===== config.mk =====
export PLATFORM = sky130hd
export DESIGN_NAME = regfile_hazard_ctrl
export DESIGN_NICKNAME = d
export VERILOG_FILES = /design/src/rtl/regfile_ctrl_pkg.sv /design/src/rtl/regfile_fwd_sel.sv /design/src/rtl/regfile_hazard_ctrl.sv
export SDC_FILE = /design/constraint.sdc
export NUM_CORES = 1
export LEC_CHECK = 0
export ABC_AREA = 1
export CAP_MARGIN = 40
export CORE_UTILIZATION = 52
export CTS_CLUSTER_SIZE = 16
export DETAILED_ROUTE_END_ITERATION = 10
export GPL_TIMING_DRIVEN = 0
export PLACE_DENSITY_LB_ADDON = 0.15
export SLEW_MARGIN = 20
export SYNTH_ARGS = -nofsm -noshare
export SYNTH_HDL_FRONTEND = slang
export SYNTH_SLANG_ARGS = --single-unit

===== constraint.sdc =====
create_clock -name clk -period 2.3 [get_ports clk]
set_clock_uncertainty 0.1 [all_clocks]
set_input_delay 0.46 -clock clk [delete_from_list [all_inputs] [get_ports clk]]
set_output_delay 0.46 -clock clk [all_outputs]
set_load 0.01 [all_outputs]

===== src/rtl/regfile_ctrl_pkg.sv =====
// Shared encodings and slot record for the register-file hazard/forwarding controller.
package regfile_ctrl_pkg;

  localparam int RA_W = 5;

  localparam logic [1:0] FWD_RF  = 2'b00;
  localparam logic [1:0] FWD_EXE = 2'b01;
  localparam logic [1:0] FWD_MEM = 2'b10;

  localparam logic [0:0] ST_RUN      = 1'b0;
  localparam logic [0:0] ST_MDU_BUSY = 1'b1;

  typedef struct packed {
    logic            valid;
    logic            we;
    logic [RA_W-1:0] waddr;
    logic            is_load;
  } slot_t;

  localparam slot_t SLOT_EMPTY = '0;

  // r0 is hardwired zero, so a write to it must never be visible as a producer.
  function automatic slot_t make_slot(input logic valid, input logic we,
                                      input logic [RA_W-1:0] waddr, input logic is_load);
    slot_t s;
    s.valid   = valid;
    s.we      = valid && we && (waddr != '0);
    s.waddr   = waddr;
    s.is_load = is_load;
    return s;
  endfunction

endpackage


===== src/rtl/regfile_fwd_sel.sv =====
// Per-operand bypass select and load-use detection against the EX and MEM slots.
module regfile_fwd_sel
  import regfile_ctrl_pkg::*;
(
  input  logic [RA_W-1:0] src,
  input  logic            used,
  input  slot_t           ex,
  input  slot_t           mem,
  output logic [1:0]      sel,
  output logic            load_use
);

  logic src_live;
  logic ex_hit;
  logic mem_hit;
  logic unused_mem_is_load;

  assign src_live = used && (src != '0);
  assign ex_hit   = src_live && ex.valid && ex.we && (ex.waddr == src);
  assign mem_hit  = src_live && mem.valid && mem.we && (mem.waddr == src);

  // A load in EX has no data yet; it only produces load_use, never select 01.
  always_comb begin
    sel = FWD_RF;
    if (ex_hit && !ex.is_load) sel = FWD_EXE;
    else if (mem_hit)          sel = FWD_MEM;
  end

  assign load_use = ex_hit && ex.is_load;

  assign unused_mem_is_load = mem.is_load;

endmodule


===== src/rtl/regfile_hazard_ctrl.sv =====
// Hazard and forwarding scheduler: tracks EX/MEM destinations, drives bypass selects and stalls.
//   state       | meaning
//   ST_RUN      | normal issue; stalls only on load-use
//   ST_MDU_BUSY | multi-cycle MDU op holds EX; IF/ID stalled, MEM fed bubbles
module regfile_hazard_ctrl
  import regfile_ctrl_pkg::*;
#(
  parameter int MDU_LAT = 4,
  parameter int CNT_W   = 3
) (
  input  logic            clk,
  input  logic            rst_n,
  input  logic            id_valid,
  input  logic [RA_W-1:0] id_rs,
  input  logic [RA_W-1:0] id_rt,
  input  logic            id_rs_used,
  input  logic            id_rt_used,
  input  logic            id_we,
  input  logic [RA_W-1:0] id_waddr,
  input  logic            id_is_load,
  input  logic            id_is_mdu,
  input  logic            flush,
  output logic [1:0]      ischangea,
  output logic [1:0]      ischangeb,
  output logic            stall,
  output logic            ex_bubble,
  output logic            mdu_busy
);

  localparam bit             MDU_MULTI = (MDU_LAT > 1);
  localparam logic [CNT_W-1:0] CNT_INIT  = CNT_W'(MDU_LAT - 1);
  localparam logic [CNT_W-1:0] CNT_ONE   = CNT_W'(1);

  logic [0:0]       state;
  logic [CNT_W-1:0] cnt;
  slot_t            ex_slot;
  slot_t            mem_slot;
  slot_t            id_slot;
  logic             lu_a;
  logic             lu_b;
  logic             load_use;
  logic             mdu_start;

  assign id_slot = make_slot(id_valid, id_we, id_waddr, id_is_load);

  regfile_fwd_sel u_fwd_a (
    .src      (id_rs),
    .used     (id_rs_used),
    .ex       (ex_slot),
    .mem      (mem_slot),
    .sel      (ischangea),
    .load_use (lu_a)
  );

  regfile_fwd_sel u_fwd_b (
    .src      (id_rt),
    .used     (id_rt_used),
    .ex       (ex_slot),
    .mem      (mem_slot),
    .sel      (ischangeb),
    .load_use (lu_b)
  );

  assign load_use = id_valid && (lu_a || lu_b);

  always_comb begin
    stall     = 1'b0;
    ex_bubble = 1'b0;
    mdu_busy  = 1'b0;
    if (state == ST_MDU_BUSY) begin
      stall    = 1'b1;
      mdu_busy = 1'b1;
    end else begin
      stall     = load_use && !flush;
      ex_bubble = stall || flush || !id_valid;
    end
  end

  assign mdu_start = (state == ST_RUN) && !ex_bubble && id_is_mdu && MDU_MULTI;

  always_ff @(posedge clk or negedge rst_n) begin
    if (!rst_n) begin
      state    <= ST_RUN;
      cnt      <= '0;
      ex_slot  <= SLOT_EMPTY;
      mem_slot <= SLOT_EMPTY;
    end else if (state == ST_RUN) begin
      mem_slot <= ex_slot;
      ex_slot  <= ex_bubble ? SLOT_EMPTY : id_slot;
      if (mdu_start) begin
        state <= ST_MDU_BUSY;
        cnt   <= CNT_INIT;
      end
    end else begin
      mem_slot <= SLOT_EMPTY;
      if (cnt <= CNT_ONE) begin
        state <= ST_RUN;
        cnt   <= '0;
      end else begin
        cnt <= cnt - CNT_ONE;
      end
    end
  end

endmodule

Yosys cells after proc, flatten, opt, wreduce, memory -nomap -nowiden --
Index checks and enable logic that the tools add are counted.
Storage, ports and cells: flip-flop bits (word level) 19, input bits 24, output and inout bits 7, logic and storage cells 66
Operators by class: add/subtract/negate cells 1, $lt $le $gt $ge 1, equality and inequality tests 4, muxes and demuxes 15, bitwise logic cells 1, reductions and logical operators 35
Operator list (count):
- logical AND 1 bit | 24
- == test 5 bit | 4
- two-way mux 8 bit | 2
- nonzero test 5 bit | 3
- two-way mux 3 bit | 3
- two-way mux 2 bit | 4
- two-way mux 1 bit | 6
- logical NOT 1 bit | 4
- <= comparator 3 x 1 -> 1 bit, second input constant | 1
- logical OR 1 bit | 3
- subtractor 3 x 1 -> 3 bit, second input constant | 1
- nonzero test 2 bit | 1
- inverter 1 bit | 1

Depth between registers and ports, before layout --
Gate-level depths: netlist of the first run.
depth in word-level cells 17, depth in mapped cells 12, gate-level depth less buffers 12

Hierarchy --
From an unflattened synthesis of the first run, not the netlist that was laid out.
Unflattened totals: cells, all modules 195, area total of the unflattened synthesis 1397.6 µm²
By module, submodules not included:
- regfile_hazard_ctrl | times used 1, cells each 93, area each 932.1 µm², sequential area each 500.5 µm²
- regfile_fwd_sel | times used 2, cells each 51, area each 232.7 µm², sequential area each 0.0 µm²

Least setup slack after synthesis of the first run --
No wires, ideal clock.
kind input-to-output, start point in id_rt[3], end point out stall, arrival 1.284 ns, data required time 1.740 ns, setup slack 0.456 ns, stages 8, buffers on the path 0, path through inv_1 -> a21oi_1 -> nand2_1 -> nor2_2 -> nand3_2 -> nand2_2 -> nand2_4 -> o21ai_0
Between the ends: cells in the longest elaborated chain, start to end 10
Ends and longest elaborated chain:
- start, declared | line regfile_hazard_ctrl.sv:15 | input logic [RA_W-1:0] id_rt,
- nonzero test 5 bit | line regfile_fwd_sel.sv:18 | assign src_live = used && (src != '0);
- logical AND 1 bit | line regfile_fwd_sel.sv:18
- logical AND 1 bit (2 in a row) | line regfile_fwd_sel.sv:19 | assign ex_hit = src_live && ex.valid && ex.we && (ex.waddr == src);
- logical AND 1 bit (*) | line regfile_fwd_sel.sv:19
- logical AND 1 bit (*) | line regfile_fwd_sel.sv:29 | assign load_use = ex_hit && ex.is_load;
- logical OR 1 bit (*) | line regfile_hazard_ctrl.sv:64 | assign load_use = id_valid && (lu_a || lu_b);
- logical AND 1 bit (*) | line regfile_hazard_ctrl.sv:64
- logical AND 1 bit (*) | line regfile_hazard_ctrl.sv:74 | stall = load_use && !flush;
- two-way mux 1 bit (*) | line regfile_hazard_ctrl.sv:70 | if (state == ST_MDU_BUSY) begin
- end, declared | line regfile_hazard_ctrl.sv:25 | output logic stall,
Every way passes the cells marked *; elsewhere a longest branch is shown, timed or not.

Final worst setup path of the first run --
start point reg ex_slot[4] (netlist name), end point out ex_bubble
Between the ends: cells in the longest elaborated chain, start to end 9
Ends and longest elaborated chain:
- start, declared | line regfile_hazard_ctrl.sv:36 | slot_t ex_slot;
- start signal, assigned | line regfile_hazard_ctrl.sv:89 | ex_slot <= ex_bubble ? SLOT_EMPTY : id_slot;
- == test 5 bit | line regfile_fwd_sel.sv:19
- logical AND 1 bit | line regfile_fwd_sel.sv:19
- logical AND 1 bit | line regfile_fwd_sel.sv:29
- logical OR 1 bit (*) | line regfile_hazard_ctrl.sv:64
- logical AND 1 bit (*) | line regfile_hazard_ctrl.sv:64
- logical AND 1 bit (*) | line regfile_hazard_ctrl.sv:74
- logical OR 1 bit (*) (2 in a row) | line regfile_hazard_ctrl.sv:75 | ex_bubble = stall || flush || !id_valid;
- two-way mux 1 bit (*) | line regfile_hazard_ctrl.sv:70
- end, declared | line regfile_hazard_ctrl.sv:26 | output logic ex_bubble,
Marks and branches as above.

==> results of run 1 <==
## kinds of logic after synthesis
family                   Yosys count  synth area share
XOR/XNOR                           6            0.0436
adder cells (fa/ha/maj)            2            0.0208
buffers and inverters             33             0.103
flip-flops                        19             0.395
AND/OR/NAND/NOR                   79             0.315
AO/OA/AOI/OAI                     26             0.124
## final cells by class
| cell class | instances | area, um2 |
|---|---|---|
| plain buffers | 2 | 7.51 |
| clock buffers | 4 | 26.3 |
| fillers | 185 | 587 |
| inverters | 31 | 116 |
| multi-input cells | 113 | 642 |
| flip-flops and latches | 19 | 475 |
| well taps | 28 | 35.0 |
| repair buffers | 34 | 302 |
## synth_stat cells, drive strengths merged
| library cell | count |
|---|---|
| nand2 | 37 |
| inv | 30 |
| nor2 | 24 |
| dfrtp | 19 |
| nand3 | 13 |
| o21ai | 13 |
| o22ai | 5 |
| xor2 | 5 |
| a21oi | 4 |
| clkbuf | 2 |
| ha | 2 |
| nor3 | 2 |
| nor4 | 2 |
| a2111oi | 1 |
| clkinv | 1 |
| nand4 | 1 |
| o2111ai | 1 |
| o211ai | 1 |
| o21bai | 1 |
| xnor2 | 1 |
## state kept, by name, indices dropped and copies added (netlist names)
name      flops
mem_slot      7
state         1
cnt           3
ex_slot       8
## layer usage
layer,track usage,vias up,part of all wire
li1,-,601,-
met1,0.271,547,0.40
met2,0.473,33,0.54
met3,0.0182,7,0.034
met4,0.129,0,0.023
met5,0,-,0
## stage by stage
stage | power (mW) | setup WS [ps]
global route | 1.45 | -70.9
floorplan | 0.934 | 456
CTS | 1.31 | 13.3
global placement | 1.12 | -642
finish | 1.35 | 45.5
detailed placement | 1.16 | -637
## final timing paths
kind,slack (ps),startpoint,to
max,50,ex_slot[4],ex_bubble
min,240,rst_n,ex_slot[0]
max reg2reg,690,ex_slot[4],ex_slot[1]
min reg2reg,430,ex_slot[7],mem_slot[7]
max in group asynchronous,1510,rst_n,mem_slot[7]
min in group clk,430,ex_slot[7],mem_slot[7]
## repair_timing
item,4_1_cts,5_1_grt
resized for setup,25,17
setup endpoints to repair,6,5
setup buffers,1,2
pin swaps,5,6
hold buffers,0,0
## report_power, final
group / switching [mW] / internal (mW) / leakage, nW
combinational: 0.384 / 0.242 / 0.587
sequential: 0.107 / 0.449 / 0.248
clock: 0.0957 / 0.0677 / 0.0150
total: 0.588 / 0.759 / 0.850
==> results.yml, run 1 <==
worst_setup_path:
  path_delay_family: "simple AND/OR/NAND/NOR gates"
  cp_common_cell: "nand2_4"
  crit_required_ps: 1740
  setup.worst_path.start_class: "flip-flop"
  cpMaxStageDelayCell: "dfrtp_1"
  crit_path_end_kind: "output pin"
  max_stage_delay_ps: 400
  critPathBufInv: 3
  r2r_cells: 11
  cp.depth: 11
  path_cells: "inv_2, a21oi_1, nand2_1, nor2_2, nand3_2, nand2_2, nand2_4, nand2_4, nand2_4, inv_1, buf_2"
  crit_type: "reg2out"
  cp.arrival_ps: 1690
  crit_fanout: 5
timing:
  finalCriticalPeriod_ps: 2250
  finalSetupViolCount: 0
  period_share: 0.980
  hold_ws_ps: 236
  fmaxAchievable_ghz: 0.444
  hold_violations: 0
  slew_headroom: 0.719
  grt_setup_unrepaired: "yes"
  tns_ps: 0
  worstMarginPinSlew_ps: 422
  slew_violations: 0
floorplanning:
  core_um2: 2190
  die_h_um: 50.1
  die_area_um2: 2510
  rows: 17
  num_io_pins: 31
  die_x_um: 50.1
  start_util: 0.550
finish:
  drive_gt1_frac: 0.167
  utilization: 0.732
  fin_area_um2: 1600
  most-common-layout-cells: "nand2_1 (32), inv_1 (24), nor2_1 (21)"
  nets: 230
  final_common_cell: "nand2_1"
  final_cells: 231
  diodes: 0
  syn_to_final_growth_pct: 33.1
detailed_routing:
  drt_iter0_drc: 10
  vias_per_cell: 5.14
  wirelength_um: 3130
  vias: 1188
  routedWlPerCell_um: 13.5
  drt-pass1-iter-count: 4
  ant_nets: 0
  drc: 0
run:
  maxCapViolCount: 0
clocking:
  insertion_delay_ps: 300
  ctsHtreeMaxLevel: 1
  clkTransAtPathRegs_ps: 100
  cts-root-buf: "clkbuf_4"
  cts_sinks: 19
  cts_buffers: 3
  clk_path_buf_depth: 2
  cts_tree: "built"
synthesis:
  yosysWarnings: 0
  yosys.area.top_type: "dfrtp_1"
  yosysSeqAreaShare: 0.395
  yosysTopAreaCellShare: 0.395
  syn-instance-count: 165
  syn_area_um2: 1200
  synth_seq_cells: 19
  synth_area_leaders: "dfrtp_1 (39%), nand2_1 (10%), inv_1 (8.4%), nor2_1 (6.9%), nand3_1 (4.2%)"
  synth.avg_cell_area_um2: 7.30
  mappedNetlistNets: 191
  synth_cell_types: 27
grt:
  antenna_found_initial: 0
  grtUsageTotal: 0.249
  grt_pass1_vias: 1123
  grt_pass1_wl_um: 4610
  grt_max_degree: 20
  grt_overflow_total: 0
pwr:
  p_leak_nw: 0.850
  power_density_nw_per_um2: 840
  peakVddDrop_v: 0.000792
placement:
  port_buffers: 30
  placed_cell_area_um2: 1540
  dp.cells: 223
  dp_hpwl_um: 2310
  gp_congestion: 0.818
run_status:
  outcome: "finished, final reports clean"
worst_hold_path:
  hp-class: "in2async"
Power figures use the tool's default switching activity.
==> inputs of run 2 (changes only) <==
CORE_MARGIN = 2   (was unset)
==> results.yml, run 2 (same netlist as run 1, synthesis figures left out) <==
grt:
  antenna_found_initial: 0
  grt_pass1_wl_um: 4700
  use_met3: 0.0172
  grt_busiest_layer: "met2"
  grtUsageTotal: 0.233
  met2_usage: 0.424
  grtUsageMet1: 0.297
  grt_pass1_vias: 1081
  grt_max_degree: 20
  grt_overflow_total: 0
detailed_routing:
  drt_iter0_drc: 13
  vias: 1210
  drt-pass1-iter-count: 4
  vias_per_cell: 5.15
  ant_nets: 0
  drc: 0
  wirelength_um: 2980
  routedWlPerCell_um: 12.7
timing:
  setup_ws_ps: 10.7
  grt_setup_unrepaired: "yes"
  hold_violations: 0
  fmaxAchievable_ghz: 0.437
  slew_violations: 0
  tns_ps: 0
  worstMarginPinSlew_ps: 415
  finalCriticalPeriod_ps: 2290
  slew_headroom: 0.723
  finalSetupViolCount: 0
  period_share: 0.995
floorplanning:
  die_x_um: 52.1
  num_io_pins: 31
  start_util: 0.550
  die_area_um2: 2720
  die_h_um: 52.1
  rows: 17
  core_um2: 2190
pwr:
  power_mw: 1.39
  peakVddDrop_v: 0.000648
  power_density_nw_per_um2: 837
  p_leak_nw: 0.864
clocking:
  cts-root-buf: "clkbuf_4"
  cts_sinks: 19
  cts_buffers: 3
  clkTransAtPathRegs_ps: 100
  cts_hold_buf: 0
  cts_tree: "built"
  insertion_delay_ps: 280
  clk_path_buf_depth: 2
  ctsHtreeMaxLevel: 1
finish:
  final_common_cell: "nand2_1"
  nets: 234
  top_regs: "ex_slot x8, mem_slot x7, cnt x3"
  most-common-layout-cells: "nand2_1 (32), inv_1 (22), nor2_1 (21)"
  regMostFlops: "ex_slot"
  utilization: 0.756
  diodes: 0
  syn_to_final_growth_pct: 37.4
  multi_input_area_um2: 649
  seq_area_um2: 475
  largest_reg_flops: 8
  drive_gt1_frac: 0.213
  nFillCells: 183
worst_setup_path:
  cpMaxStageDelayCell: "dlygate4sd2_1"
  cp.arrival_ps: 1730
  crit_fanout: 4
  critPathBufInv: 3
  crit_path_end_kind: "output pin"
  setup.worst_path.start_class: "primary input"
  crit_type: "in2out"
  crit_required_ps: 1740
  max_stage_delay_ps: 290
  path_cells: "dlygate4sd2_1, xnor2_1, o211ai_1, nor4_2, o21ai_1, inv_1, clkdlybuf4s15_2"
  path_delay_family: "buffers and inverters"
placement:
  pre_cts_slack_ps: -666
  dp_hpwl_um: 2260
  port_buffers: 30
  gp_congestion: 0.790
run:
  maxCapViolCount: 0
run_status:
  outcome: "finished, final reports clean"
worst_hold_path:
  hp-class: "in2async"
## run 2: per-layer routing
layer	share of wire	vias to the layer above
met2	0.53	41
met1	0.42	560
met4	0.0077	0
met3	0.042	2
met5	0	-
li1	-	607
## run 2: final cells by class
class                      count  share of cell area
timing repair buffer          38               0.208
tap                           28              0.0212
buffer                         2             0.00529
sequential                    19               0.287
inverter                      31              0.0703
clock buffer                   4              0.0159
multi-input combinational    113               0.392
## run 2: per-stage QoR
stage	hold WS [ps]	cells	cell area [um2]
floorplan	64.4	165	1200
global placement	388	223	1540
detailed placement	403	223	1540
CTS	426	229	1580
global route	243	235	1660
finish	255	235	1660
## run 2: what timing repair did
action / in CTS / in global routing
resized for setup: 36 / 19
setup buffers: 2 / 5
pin swaps: 4 / 7
setup endpoints to repair: 6 / 5
## run 2: worst paths after layout
| check | slack [ps] | start | to | depth (start not counted) |
|---|---|---|---|---|
| worst max-delay path | 10 | id_rs[2] | ischangea[1] | 7 |
| worst min-delay path | 260 | rst_n | ex_slot[6] | 1 |
| worst max register to register | 740 | ex_slot[3] | ex_slot[1] | 9 |
| worst min register to register | 440 | cnt[1] | cnt[1] | 2 |
| max in group asynchronous | 1510 | rst_n | ex_slot[2] | 2 |
| min in group clk | 440 | cnt[1] | cnt[1] | 2 |
## run 2: worst register-to-register path, stage by stage (launching register included)
cell and delay (ps):
dfrtp_1 430, xor2_1 170, nor2_1 150, nand3_2 130, nand2_2 100, nand2_4 70, nand2_4 70, nand2_4 60
nand3_1 80, o21ai_1 80
## run 2: where the power goes
| group | internal, mW | total [mW] | switching (mW) |
|---|---|---|---|
| Clock | 0.0672 | 0.164 | 0.0964 |
| Sequential | 0.449 | 0.552 | 0.102 |
| Combinational | 0.278 | 0.670 | 0.393 |
| Total | 0.794 | 1.39 | 0.591 |
==> patch 1: new RTL, settings of run 2 <==
Set the parameter `CNT_W` to 6 (it was 3).
--- a/src/rtl/regfile_hazard_ctrl.sv
+++ b/src/rtl/regfile_hazard_ctrl.sv
@@ -7,5 +7,5 @@
 #(
   parameter int MDU_LAT = 4,
-  parameter int CNT_W   = 3
+  parameter int CNT_W   = 6
 ) (
   input  logic            clk,
Behaviour: no difference found for any inputs over 10 cycles, from zero or initial values and one cycle with rst_n low; that may be too few to reach the edited logic, so the function may still have changed.
==> patch 1 against run 2 <==
  * Count of clock-buffer cells in the layout shrank 1
  * Synthesized area grew 20%
  * Via count grew 18%
  * Worst setup slack gained 0.028 ns
  * Final area grew 16%
  * Sequential cell count grew 3
  * Wire length grew 23%
  * Critical path type is now flip-flop to primary output
  * Largest cell class unchanged
Power is not compared: it rests on default switching activity, and its combinational part moved more than twofold at a synthesized area within 25%.
==> patch 1: results (changes against run 2) <==
- Outcome: finished clean (unchanged)
- Power Total: roughly 800 uW
- Top post-synthesis cells by count: 50 x nand2_1, 27 x inv_1, 22 x dfrtp_1, 22 x nor2_1, 10 x nand3_1 (was 33 x nand2_1, 27 x inv_1, 22 x nor2_1)
- Worst r2r src: ex_slot[4] (was ex_slot[3])
- DR pass1 iterations: 5 (was 4)
- Final WL: 3670 um (was 2980 um)
- Largest net degree at the start of global routing: 17 (was 20)
- Cells after Synth: 194 (was 165)
- Gr usage total: 0.242 (was 0.233)
- # fillers: 229 (was 183)
- Wire per inst: 13.7 um (was 12.7 um)
- Post-DP HPWL: 2770 um (was 2260 um)
- Setup crit end: ischangeb[1] (was ischangea[1])
- DP Area: 1800 um2 (was 1540 um2)
- CP arrival: 1.70 ns (was 1.73 ns)
- Crit-path max cell delay: 0.41 ns (was 0.29 ns)
- Placer Congestion: 0.909 (was 0.790)
- First-pass GRT wire length: 6040 um (was 4700 um)
- Number of global-route vias before repair: 1,406 (was 1,081)
- Slowest-stage cell, CP: dfrtp_1 (was dlygate4sd2_1)
- CP Launch Point: mem_slot[4] (was id_rs[2])
- Reg clk slew, reported paths: 0.13 ns (was 0.10 ns)
- R2R cell count: 11 (was 9)
- Reg-to-reg critical path endpoint: ex_slot[5] (was ex_slot[1])
- CP max FO: 3 (was 4)
- Via density: 5.35 (was 5.15)
patch 1: layout make-up:
| cell class | instances | area [um2] | share of cell area |
|---|---|---|---|
| buffer | 3 | 16.3 | 0.00849 |
| timing repair buffer | 38 | 333 | 0.174 |
| clock buffer | 3 | 22.5 | 0.0118 |
| multi-input combinational | 138 | 808 | 0.422 |
| tap | 31 | 38.8 | 0.0202 |
| inverter | 31 | 116 | 0.0607 |
| clock inverter | 1 | 30.0 | 0.0157 |
| sequential | 22 | 551 | 0.287 |
patch 1: cells by family after synthesis:
logic type,count (synthesis),share of synthesized area
buf+inv,34,0.0916
simple gates,106,0.367
flops,22,0.380
fa+ha+maj,2,0.0173
xor+xnor,8,0.0484
compound gates,22,0.0951
patch 1: worst min path at each step:
stage	start	to	slack, ns	cells after the start
2_1_floorplan	rst_n	cnt[0]	0.06	0
6_report	rst_n	state	0.31	1
3_3_place_gp	ex_slot[7]	mem_slot[7]	0.41	2
3_5_place_dp	ex_slot[7]	mem_slot[7]	0.42	2
5_1_grt	rst_n	cnt[1]	0.32	1
4_1_cts	rst_n	cnt[5]	0.32	1
patch 1: worst max-delay path: cells and delay by family, from the launching register on:
kind,cells,cell delay [ns]
compound gates,2,0.56
flops,1,0.41
buf+inv,3,0.37
simple gates,1,0.05
patch 1: per-layer routing:
metal,track usage,share of wire,up-vias
met5,0,0,-
met4,0.126,0.040,0
met3,0.0346,0.050,14
met2,0.449,0.52,46
met1,0.263,0.39,659
li1,-,-,709
patch 1: repair_timing:
action	CTS	global route
setup buffers	2	5
hold buffers	0	0
endpoints found under the setup margin	6	6
gates resized for setup	44	16
pin swaps	8	11
==> patch 2: new RTL, flow settings as in run 2 <==
Without the edit above. Make the reset (`rst_n`) synchronous in one clocked block.
--- a/src/rtl/regfile_hazard_ctrl.sv
+++ b/src/rtl/regfile_hazard_ctrl.sv
@@ -79,5 +79,5 @@
   assign mdu_start = (state == ST_RUN) && !ex_bubble && id_is_mdu && MDU_MULTI;
 
-  always_ff @(posedge clk or negedge rst_n) begin
+  always_ff @(posedge clk) begin
     if (!rst_n) begin
       state    <= ST_RUN;
Check against the original RTL: differs if rst_n is asserted again (counterexample within 4 cycles, from zero or initial values and one cycle with rst_n low); with rst_n held inactive, the same outputs for 10 cycles.
==> patch 2 against run 2 <==
  * Worst setup slack gained 0.018 ns
  * Final area decreased by 2.6%
  * Via count increased by 12%
  * Wire length up 16%
  * Register-to-register slack lost 0.13 ns
  * Synthesized area shrank 1.2%
  * First-iteration DRC count rose to 4.2 times the old value
  * Sequential cell count is the same
  * Die area down 1.1%
  * Largest cell class unchanged
Power is not compared: it rests on default switching activity, and its combinational part moved more than twofold at a synthesized area within 25%.
==> patch 2: results (changes against run 2) <==
- Outcome: finished clean (unchanged)
- Fraction of registers with async set/reset: 0 (was 1.00)
- Placer Congestion: 0.910 (was 0.790)
- Reg2Reg Setup Slack: 0.61 ns (was 0.74 ns)
- Met1 GRT Util: 0.293 (was 0.297)
- Largest net degree at the start of global routing: 11 (was 20)
- Netlist cell types: 29 (was 27)
- Metal2 WL: 1790 um (was 1580 um)
- Measured slew at the worst slew-check pin: 0.462 ns (was 0.415 ns)
- CP max FO: 3 (was 4)
- Routed via count: 1,359 (was 1,210)
- DP Area: 1530 um2 (was 1540 um2)
- Net Count, Synth: 213 (was 191)
- CP arrival: 1.71 ns (was 1.73 ns)
- Met3 WL: 182 um (was 124 um)
- Inst Count DP: 245 (was 223)
- First-pass GRT wire length: 5360 um (was 4700 um)
- Hold Worst Slack: 0.363 ns (was 0.255 ns)
- Worst r2r src: ex_slot[1] (was ex_slot[3])
- R2R cell count: 12 (was 9)
- Dpl ws: -0.706 ns (was -0.666 ns)
- Gr usage total: 0.269 (was 0.233)
- CP Launch Point: id_rs[0] (was id_rs[2])
- Top post-synthesis cells by count: 43 x nand2_1, 30 x inv_1, 24 x nor2_1 (was 33 x nand2_1, 27 x inv_1, 22 x nor2_1)
- First DRT Iteration DRCs: 55 (was 13)
- Reg-to-reg critical path endpoint: ex_slot[6] (was ex_slot[1])
patch 2: cell count changes after synthesis, sizes merged, moves of 3 or more:
cell | before | now
nand3 | 13 | 17
dfrtp | 19 | 0
nand2 | 37 | 46
dfxtp | 0 | 19
nand4 | 1 | 4
a21oi | 4 | 14
o22ai | 5 | 2
o21ai | 13 | 4
patch 2: area by class of cell:
class / instances / area [um2]
Buffer: 3 / 16.3
Clock buffer: 4 / 26.3
Fill cell: 176 / 578
Inverter: 32 / 120
Multi-Input combinational cell: 133 / 732
Sequential cell: 19 / 394
Tap cell: 28 / 35.0
Timing Repair Buffer: 34 / 289
patch 2: power by group:
group,switching (mW),leakage [nW],total [mW],internal [mW]
Sequential,0.0118,0.158,0.353,0.341
Combinational,0.0922,0.555,0.166,0.0736
Clock,0.106,0.0150,0.173,0.0676
Total,0.210,0.728,0.692,0.482
patch 2: repair_timing:
action | CTS | global route
hold endpoints to repair | 0 | 0
pin swaps | 4 | 9
resized for setup | 43 | 33
gates cloned | 0 | 0
buffers inserted | 2 | 2
endpoints found under the setup margin | 6 | 6
patch 2: kinds of logic (layout without fill, tap and decap cells):
| logic type | Yosys count | count (layout) | synth area share |
|---|---|---|---|
| adder cells (fa/ha/maj) | 2 | 2 | 0.0210 |
| XOR/XNOR | 6 | 6 | 0.0442 |
| buffers and inverters | 35 | 73 | 0.115 |
| AND/OR/NAND/NOR | 98 | 98 | 0.363 |
| AO/OA/AOI/OAI | 27 | 27 | 0.138 |
| flip-flops | 19 | 19 | 0.320 |
patch 2: worst max-delay path, cell delays in order:
cell and delay, ns:
dlygate4sd2_1 0.27, inv_2 0.07, nand2_1 0.07, o21ai_0 0.12, a2111oi_2 0.27, nand3_1 0.11, nor2_1 0.12, clkdlybuf4s15_2 0.22
